`src/rtl/tcam_reg_frame_assembler.sv`:
```
// Register-bus receive stage for TCAM command frames: collects 16-bit words,
// decodes the 2-bit-per-bit TCAM encoding and hands one command downstream.
module tcam_reg_frame_assembler #(
  parameter int LOOK_UP_DATA_WIDTH = 144,
  parameter int ACTION_WIDTH       = 24,
  parameter int REG_ADDR_BUS_WIDTH = 8,
  parameter int REG_DATA_BUS_WIDTH = 16,
  parameter int TIMEOUT_CYCLES     = 64
) (
  input  logic                          clk,
  input  logic                          rst,
  input  logic                          i_reg_bus_we,
  input  logic [REG_ADDR_BUS_WIDTH-1:0] i_reg_bus_we_addr,
  input  logic [REG_DATA_BUS_WIDTH-1:0] i_reg_bus_we_din,
  input  logic                          i_reg_bus_we_din_v,
  output logic                          o_tcam_busy,
  output logic                          o_cmd_valid,
  input  logic                          i_cmd_ready,
  output logic [1:0]                    o_cmd_type,
  output logic [LOOK_UP_DATA_WIDTH-1:0] o_key_data,
  output logic [LOOK_UP_DATA_WIDTH-1:0] o_key_mask,
  output logic [ACTION_WIDTH-1:0]       o_action,
  output logic                          o_frame_err,
  output logic [2:0]                    o_err_code
);

  localparam int FRAME_W = 2*LOOK_UP_DATA_WIDTH + 2*ACTION_WIDTH;
  localparam int WORDS   = (FRAME_W + REG_DATA_BUS_WIDTH - 1) / REG_DATA_BUS_WIDTH;
  localparam int BUF_W   = WORDS * REG_DATA_BUS_WIDTH;
  localparam int CNT_W   = $clog2(WORDS + 1);
  localparam int GAP_W   = $clog2(TIMEOUT_CYCLES + 1);

  typedef enum logic [1:0] {S_IDLE, S_COLLECT, S_DECODE, S_OUTPUT} state_t;

  typedef enum logic [2:0] {
    E_NONE          = 3'd0,
    E_BAD_TYPE      = 3'd1,
    E_TYPE_MISMATCH = 3'd2,
    E_TIMEOUT       = 3'd3,
    E_ACTION        = 3'd4,
    E_BUSY          = 3'd5
  } err_t;

  state_t           state, state_nxt;
  logic [CNT_W-1:0] word_cnt, word_cnt_nxt;
  logic [GAP_W-1:0] gap_cnt, gap_cnt_nxt;
  logic [1:0]       frame_type, frame_type_nxt;
  logic [BUF_W-1:0] frame_buf;
  logic             shift_en;
  logic             load_cmd;
  logic             err_fire;
  err_t             err_code_nxt;

  logic       word_acc;
  logic [1:0] word_type;

  assign word_acc  = i_reg_bus_we & i_reg_bus_we_din_v &
                     (i_reg_bus_we_addr[REG_ADDR_BUS_WIDTH-3:0] == '0);
  assign word_type = i_reg_bus_we_addr[REG_ADDR_BUS_WIDTH-1 -: 2];

  // First word lands at the top of the buffer; a short last word leaves its
  // unused low bits below the frame slice.
  logic [FRAME_W-1:0] frame;
  assign frame = frame_buf[BUF_W-1 -: FRAME_W];

  logic [LOOK_UP_DATA_WIDTH-1:0] dec_data, dec_mask;
  logic [ACTION_WIDTH-1:0]       dec_action;
  logic                          action_bad;

  always_comb begin
    dec_data   = '0;
    dec_mask   = '0;
    dec_action = '0;
    action_bad = 1'b0;
    for (int i = 0; i < LOOK_UP_DATA_WIDTH; i++) begin
      dec_data[i] = frame[2*ACTION_WIDTH + 2*i];
      dec_mask[i] = frame[2*ACTION_WIDTH + 2*i + 1];
    end
    for (int j = 0; j < ACTION_WIDTH; j++) begin
      dec_action[j] = frame[2*j];
      action_bad    = action_bad | frame[2*j + 1];
    end
  end

  always_comb begin
    state_nxt      = state;
    word_cnt_nxt   = word_cnt;
    gap_cnt_nxt    = gap_cnt;
    frame_type_nxt = frame_type;
    shift_en       = 1'b0;
    load_cmd       = 1'b0;
    err_fire       = 1'b0;
    err_code_nxt   = E_NONE;

    case (state)
      S_IDLE: begin
        if (word_acc) begin
          if (word_type == 2'b11) begin
            err_fire     = 1'b1;
            err_code_nxt = E_BAD_TYPE;
          end else begin
            frame_type_nxt = word_type;
            shift_en       = 1'b1;
            word_cnt_nxt   = CNT_W'(1);
            gap_cnt_nxt    = '0;
            state_nxt      = (WORDS == 1) ? S_DECODE : S_COLLECT;
          end
        end
      end

      S_COLLECT: begin
        if (word_acc) begin
          if (word_type != frame_type) begin
            err_fire     = 1'b1;
            err_code_nxt = E_TYPE_MISMATCH;
            word_cnt_nxt = '0;
            gap_cnt_nxt  = '0;
            state_nxt    = S_IDLE;
          end else begin
            shift_en     = 1'b1;
            gap_cnt_nxt  = '0;
            word_cnt_nxt = word_cnt + CNT_W'(1);
            if (word_cnt == CNT_W'(WORDS - 1)) state_nxt = S_DECODE;
          end
        end else if (gap_cnt == GAP_W'(TIMEOUT_CYCLES - 1)) begin
          // An arriving word always beats the timeout in the same cycle.
          err_fire     = 1'b1;
          err_code_nxt = E_TIMEOUT;
          word_cnt_nxt = '0;
          gap_cnt_nxt  = '0;
          state_nxt    = S_IDLE;
        end else begin
          gap_cnt_nxt = gap_cnt + GAP_W'(1);
        end
      end

      S_DECODE: begin
        load_cmd     = 1'b1;
        word_cnt_nxt = '0;
        if (word_acc) begin
          err_fire     = 1'b1;
          err_code_nxt = E_BUSY;
        end
        // A bad action kills the whole frame, so it outranks a dropped word.
        if (action_bad) begin
          err_fire     = 1'b1;
          err_code_nxt = E_ACTION;
          state_nxt    = S_IDLE;
        end else begin
          state_nxt = S_OUTPUT;
        end
      end

      S_OUTPUT: begin
        if (word_acc) begin
          err_fire     = 1'b1;
          err_code_nxt = E_BUSY;
        end
        if (i_cmd_ready) state_nxt = S_IDLE;
      end

      default: state_nxt = S_IDLE;
    endcase
  end

  // NOTE: state and registered outputs use non-blocking assignments so every
  // flop samples the pre-edge values computed by the combinational block.
  always_ff @(posedge clk) begin
    if (rst) begin
      state       <= S_IDLE;
      word_cnt    <= '0;
      gap_cnt     <= '0;
      frame_type  <= 2'b00;
      o_cmd_type  <= 2'b00;
      o_key_data  <= '0;
      o_key_mask  <= '0;
      o_action    <= '0;
      o_frame_err <= 1'b0;
      o_err_code  <= 3'd0;
    end else begin
      state       <= state_nxt;
      word_cnt    <= word_cnt_nxt;
      gap_cnt     <= gap_cnt_nxt;
      frame_type  <= frame_type_nxt;
      o_frame_err <= err_fire;
      if (err_fire) o_err_code <= err_code_nxt;
      if (load_cmd) begin
        o_cmd_type <= frame_type;
        o_key_data <= dec_data;
        o_key_mask <= dec_mask;
        o_action   <= dec_action;
      end
    end
  end

  // NOTE: the frame buffer has no reset; the word count alone decides when its
  // contents are meaningful, and a full frame overwrites every bit.
  always_ff @(posedge clk) begin
    if (shift_en)
      frame_buf <= (frame_buf << REG_DATA_BUS_WIDTH) | BUF_W'(i_reg_bus_we_din);
  end

  assign o_tcam_busy = (state == S_DECODE) || (state == S_OUTPUT);
  assign o_cmd_valid = (state == S_OUTPUT);

endmodule

```
`config.mk`:
```
export PLATFORM = sky130hd
export DESIGN_NAME = tcam_reg_frame_assembler
export DESIGN_NICKNAME = d
export VERILOG_FILES = /design/src/rtl/tcam_reg_frame_assembler.sv
export SDC_FILE = /design/constraint.sdc
export NUM_CORES = 1
export LEC_CHECK = 0
export ABC_AREA = 1
export BUFFER_PORTS_ARGS = -buffer_cell sky130_fd_sc_hd__buf_2
export CAP_MARGIN = 20
export CORE_UTILIZATION = 30
export CTS_CLUSTER_DIAMETER = 120
export DETAILED_ROUTE_END_ITERATION = 10
export PLACE_DENSITY = 0.6
export SYNTH_ARGS = -nofsm -noshare
export SYNTH_HDL_FRONTEND = slang
export SYNTH_SLANG_ARGS = --single-unit
```
`constraint.sdc`:
```
create_clock -name clk -period 13.5 [get_ports clk]
set_input_delay 2.7 -clock clk [delete_from_list [all_inputs] [get_ports clk]]
set_output_delay 2.7 -clock clk [all_outputs]
set_load 0.02 [all_outputs]
```
# [Word-level counts from Yosys, hierarchy flattened]
# Index checks and enable logic that the tools add are counted.
[totals] reg_bits=670 elab_cells=103 output_inout_bits=320
[op_classes] n_mux=42 bitwise=27 n_addsub=2 n_eq_ne=12 reduce_logical=9
[ops] cell="OR 336 x 16 -> 336 bit" n=1
[ops] cell="two-way mux 7 bit" n=4
[ops] cell="two-way mux 5 bit" n=5
[ops] cell="OR 1 bit" n=23
[ops] cell="two-way mux 2 bit" n=10
[ops] cell="one-hot mux 5 bit (3 select lines)" n=1
[ops] cell="two-way mux 1 bit" n=14
[ops] cell="one-hot mux 7 bit (2 select lines)" n=1
[ops] cell="one-hot mux 3 bit (4 select lines)" n=1
[ops] cell="two-way mux 3 bit" n=3
[ops] cell="one-hot mux 2 bit (4 select lines)" n=1
[ops] cell="adder 7 x 1 -> 7 bit, second input constant" n=1
[ops] cell="equality test 7 x 6 -> 1 bit, second input constant" n=1
[ops] cell="equality test 2 bit, second input constant" n=3
[ops] cell="zero test 6 bit" n=1
[ops] cell="AND reduction 3 bit" n=2
[ops] cell="adder 5 x 1 -> 5 bit, second input constant" n=1
[ops] cell="equality test 5 bit, second input constant" n=1
[ops] cell="AND reduction 5 bit" n=1
[ops] cell="inequality test 2 bit, second input constant" n=2
[ops] cell="inequality test 4 bit, second input constant" n=1
[ops] cell="one-hot mux 1 bit (4 select lines)" n=1
[ops] cell="AND reduction 4 bit" n=1
[ops] cell="inequality test 3 bit, second input constant" n=1
[ops] cell="10 further kinds" n=11

# [Logic depth before layout (Yosys ltp)]
[logic_depth] depth_word=25 ltp_mapped=12 ltp_nobuf=12

# [Worst setup path after synthesis]
# OpenSTA, ideal clock, no wires.
[synth_path] kind="input to register" from="in i_reg_bus_we_addr[5]" to="reg frame_buf[0], in the netlist frame[0], enable pin" n_path_buf=0 stages=7 arrival_time_ns=10.448 setup_ns=0.713 slack_ns=2.339 t_required_ns=12.787 cell_sequence="nor2_2 > nand2_2 > inv_2 > nand2_4 > nor2_1 > o221ai_1 > nand2_1"
[synth_via] elab_chain_cells=4
[synth_lines] element="from (decl)" line_no="13" text="input logic [REG_ADDR_BUS_WIDTH-1:0] i_reg_bus_we_addr,"
[synth_lines] element="zero test 6 bit *" line_no="58" text="(i_reg_bus_we_addr[REG_ADDR_BUS_WIDTH-3:0] == '0);"
[synth_lines] element="bitwise AND 1 bit *" line_no="57" text="assign word_acc = i_reg_bus_we & i_reg_bus_we_din_v &"
[synth_lines] element="two-way mux 1 bit (on tied branches)" line_no="112, 97"
[synth_lines] element="one-hot mux 1 bit (2 select lines) *" line_no="95" text="case (state)"
[synth_lines] element="via shift_en" line_no="49" text="logic shift_en;"
[synth_lines] element="to (signal assigned)" line_no="200" text="frame_buf <= (frame_buf << REG_DATA_BUS_WIDTH) | BUF_W'(i_reg_bus_we_din);"
[synth_lines] element="to (decl)" line_no="48" text="logic [BUF_W-1:0] frame_buf;"
# Mark *: on every way through the listed nets, which the timed path passes. The rest lies on a longest branch.
# A chain may end at the register's enable or synchronous reset.

# [Worst setup path in the final report]
[layout_path] from="in i_reg_bus_we_addr[5]" to="reg frame_buf[157], in the netlist frame[157], enable pin"
# The elaborated chain is that of the path after synthesis.

==> impl_metrics.env <==
export IMPL_status="finished, violations left"
export IMPL_violations="design-rule violations"
export IMPL_p_int_mw=3.84
export IMPL_place_congestion=0.837
export IMPL_track_usage=0.141
export IMPL_grt_pass1_vias=14417
export IMPL_die_area_um2=75100
export IMPL_cp_slowest_cell="buf_4"
export IMPL_rows=99
export IMPL_min_path_cells=0
export IMPL_p_leak_nw=11.3
export IMPL_cts_buffers=73
export IMPL_hold_viol=0
export IMPL_power_frac_seq=0.451
export IMPL_io_pins=349
export IMPL_r2r_slack_ns=9.31
export IMPL_hp_class="flip-flop to flip-flop"
export IMPL_synth_nets=1960
export IMPL_syn_inst=1924
export IMPL_regArea_um2=16800
export IMPL_cp_cell_sequence="buf_2 > nor2_2 > nand2_2 > inv_2 > nand2_4 > nor2_1 > o221ai_1 > nand2_4 > buf_4 > buf_4"
export IMPL_grt_pass1_wl_um=82600
export IMPL_ys_warn_count=0
export IMPL_routed_wl_um=54200
export IMPL_drt_iter0_markers=1193
export IMPL_power_frac_comb=0.194
export IMPL_die_h_um=274
export IMPL_netlist_area_um2=22200
export IMPL_cp_slowest_stage_delay_ns=0.90
export IMPL_dp_hpwl_um=34400
export IMPL_synth_seq_area_share=0.755
export IMPL_route_antenna_remaining_nets=0
export IMPL_setup_ws_ns=7.74
export IMPL_final_cells=3270
export IMPL_critical_path_class="input port to flip-flop"
export IMPL_p_switching_mw=1.72
export IMPL_fill_cells=7176
export IMPL_place_ws_ns=7.14
export IMPL_port_buffers=348
export IMPL_cts_resized=0
export IMPL_area_delta_synth_final_pct=22.5
export IMPL_setup_tns_ns=0
export IMPL_worst_pin_slew_ns=1.09
export IMPL_post_synth_cell_area_avg_um2=11.5
export IMPL_max_slew_margin=0.276
export IMPL_ctsHoldBuffers=0
export IMPL_synth_cell_types=33
export IMPL_drt_pass1_iterations=9
export IMPL_setup_violations=0
export IMPL_reg2reg_to="frame[157]"
export IMPL_grt_ovfl_total=0
export IMPL_fmax_ghz=0.174
export IMPL_drive_above_1_share=0.219
export IMPL_pwr_density_cell_nw_per_um2=204
export IMPL_grt_max_degree=187
export IMPL_r2r_start="state[0]"
export IMPL_hp_start="frame[38]"
export IMPL_min_to="frame[54]"
export IMPL_multi_input_area_um2=4860
export IMPL_worst_path_max_fanout=80
export IMPL_antenna_found_initial=0
export IMPL_via_per_inst=4.53
export IMPL_start_util=0.304
export IMPL_drc=40
export IMPL_diodes=0
export IMPL_avgRoutedWirePerCell_um=16.6
export IMPL_endpoint_kind="flip-flop"
export IMPL_core_um2=73100
export IMPL_rsz0062_at_grt="false"
export IMPL_h_tree_depth=3
export IMPL_slew_viol_final=0
export IMPL_post_route_min_period_ns=5.76
export IMPL_p_clk_frac=0.355
export IMPL_clock_latency_ns=0.60
export IMPL_vias=14813
export IMPL_root_buffer="clkbuf_16"
export IMPL_final_nets=2287
export IMPL_ir_drop_mv=0.105
export IMPL_cp_required_ns=13.71
export IMPL_fin_skew_ns=0.0168
export IMPL_cts_setup_buffers=0
export IMPL_switching_share=0.309
export IMPL_dieWidth_um=274
export IMPL_clk_pin_slew_ns=0.06
export IMPL_ys_ff_latch=670
export IMPL_startpoint_type="input port"
export IMPL_finalCritPeriodShare=0.427
export IMPL_r2r_cells=8
export IMPL_cap_viol_max_count=0
export IMPL_fin_util=0.372
export IMPL_dpl_cell_count=3135
export IMPL_cts_sinks=670
export IMPL_cp_arrival_ns=5.97
export IMPL_clk_path_buf_depth=3
export IMPL_tritoncts="yes"
[worst max-delay path, delay by kind of cell]
family / cells / cell delay (ns)
buf+inv: 4 / 1.89
simple gates: 5 / 1.02
compound gates: 1 / 0.22
[how the worst max path moves through the flow]
stage / from / to / slack [ns]
4_1_cts: i_reg_bus_we_addr[1] / frame[169] / 7.80
2_1_floorplan: i_reg_bus_we_addr[5] / frame[0] / 2.34
6_report: i_reg_bus_we_addr[5] / frame[157] / 7.74
3_3_place_gp: i_reg_bus_we_addr[5] / frame[197] / 7.28
5_1_grt: i_reg_bus_we_addr[5] / frame[165] / 7.51
3_5_place_dp: i_reg_bus_we_addr[1] / frame[199] / 7.14
[cells in the mapped netlist]
cell	number	area share
a31oi_1	1	0.00028
a21oi_1	15	0.0034
inv_2	11	0.0019
clkbuf_1	60	0.010
clkinv_1	1	0.00017
ha_1	7	0.0039
nor2_2	3	0.00084
dfxtp_1	334	0.30
nand2_2	6	0.0017
buf_2	42	0.0095
nand3_1	15	0.0034
nor3_1	1	0.00023
nand2_1	55	0.0093
buf_4	2	0.00068
buf_6	1	0.00051
a211oi_2	1	0.00056
clkbuf_8	1	0.00062
o21ai_0	317	0.071
o21ai_1	9	0.0020
nand3b_1	1	0.00034
nand4_1	1	0.00028
edfxtp_1	336	0.45
or2_0	2	0.00056
o22ai_1	1	0.00028
nor2_1	666	0.11
nand3_2	3	0.0014
clkbuf_2	1	0.00023
nor2_4	4	0.0020
o221ai_1	1	0.00039
xor2_1	3	0.0012
nand2_4	3	0.0015
a21oi_2	1	0.00039
inv_1	19	0.0032
[sequential cells by signal (all words and copies together), names as in the netlist]
signal / count
gap_cnt: 7
o_err_code: 3
state: 2
frame: 336
o_frame_err: 1
o_action: 24
o_cmd_type: 2
o_key_mask: 144
word_cnt: 5
frame_type: 2
o_key_data: 144
[power by group through the flow]
stage          logic (mW)  clock network (mW)  registers, mW
2_1_floorplan       0.430                   0           2.80
3_3_place_gp         1.07                   0           2.54
3_5_place_dp         1.09                   0           2.54
5_1_grt              1.19                2.11           2.53
4_1_cts              1.09                2.03           2.50
6_report             1.08                1.97           2.51
[cells by family after synthesis]
family | share of synthesized area
buffers and inverters | 0.0269
adders and majority gates | 0.00394
and+or+nand+nor | 0.134
xor gates and xnor gates | 0.00118
AOI/OAI and AO/OA | 0.0787
DFF | 0.755
[through the flow]
stage	instance area, um2	total power [mW]	hold WS (ns)
6_report	27200	5.55	0.444
5_1_grt	27200	5.83	0.453
4_1_cts	27200	5.63	0.447
3_5_place_dp	24800	3.63	0.435
3_3_place_gp	24800	3.61	0.429
2_1_floorplan	22200	3.23	0.427
[layout make-up]
class                      instances  share of cell area
clock buffer                     103              0.0782
clock inverter                    32             0.00994
inverter                          31             0.00483
multi-input combinational       1116               0.179
sequential                       670               0.617
tap                              959              0.0441
timing repair buffer             359              0.0675
[cells in the final DEF, fill, tap and decap left out, types with 4 or more instances in the layout]
| master | instances |
|---|---|
| buf_4 | 10 |
| nand2_2 | 6 |
| clkbuf_16 | 79 |
| a21oi_1 | 15 |
| clkinv_2 | 10 |
| clkbuf_1 | 18 |
| edfxtp_1 | 336 |
| clkinv_1 | 6 |
| dfxtp_1 | 334 |
| nor2_1 | 666 |
| clkbuf_8 | 6 |
| o21ai_0 | 317 |
| nand2_4 | 4 |
| nand3_1 | 15 |
| inv_1 | 19 |
| buf_2 | 348 |
| nor2_4 | 4 |
| inv_2 | 10 |
| ha_1 | 6 |
| inv_6 | 5 |
| nand2_1 | 54 |
| o21ai_1 | 9 |
[metal layers]
| metal | track usage | up-vias | share of wire |
|---|---|---|---|
| li1 | - | 7119 | - |
| met1 | 0.192 | 7157 | 0.46 |
| met2 | 0.219 | 448 | 0.45 |
| met3 | 0.0314 | 89 | 0.062 |
| met4 | 0.0523 | 0 | 0.026 |
| met5 | 0 | - | 0 |
No activity file was read; power rests on OpenSTA's default activity.
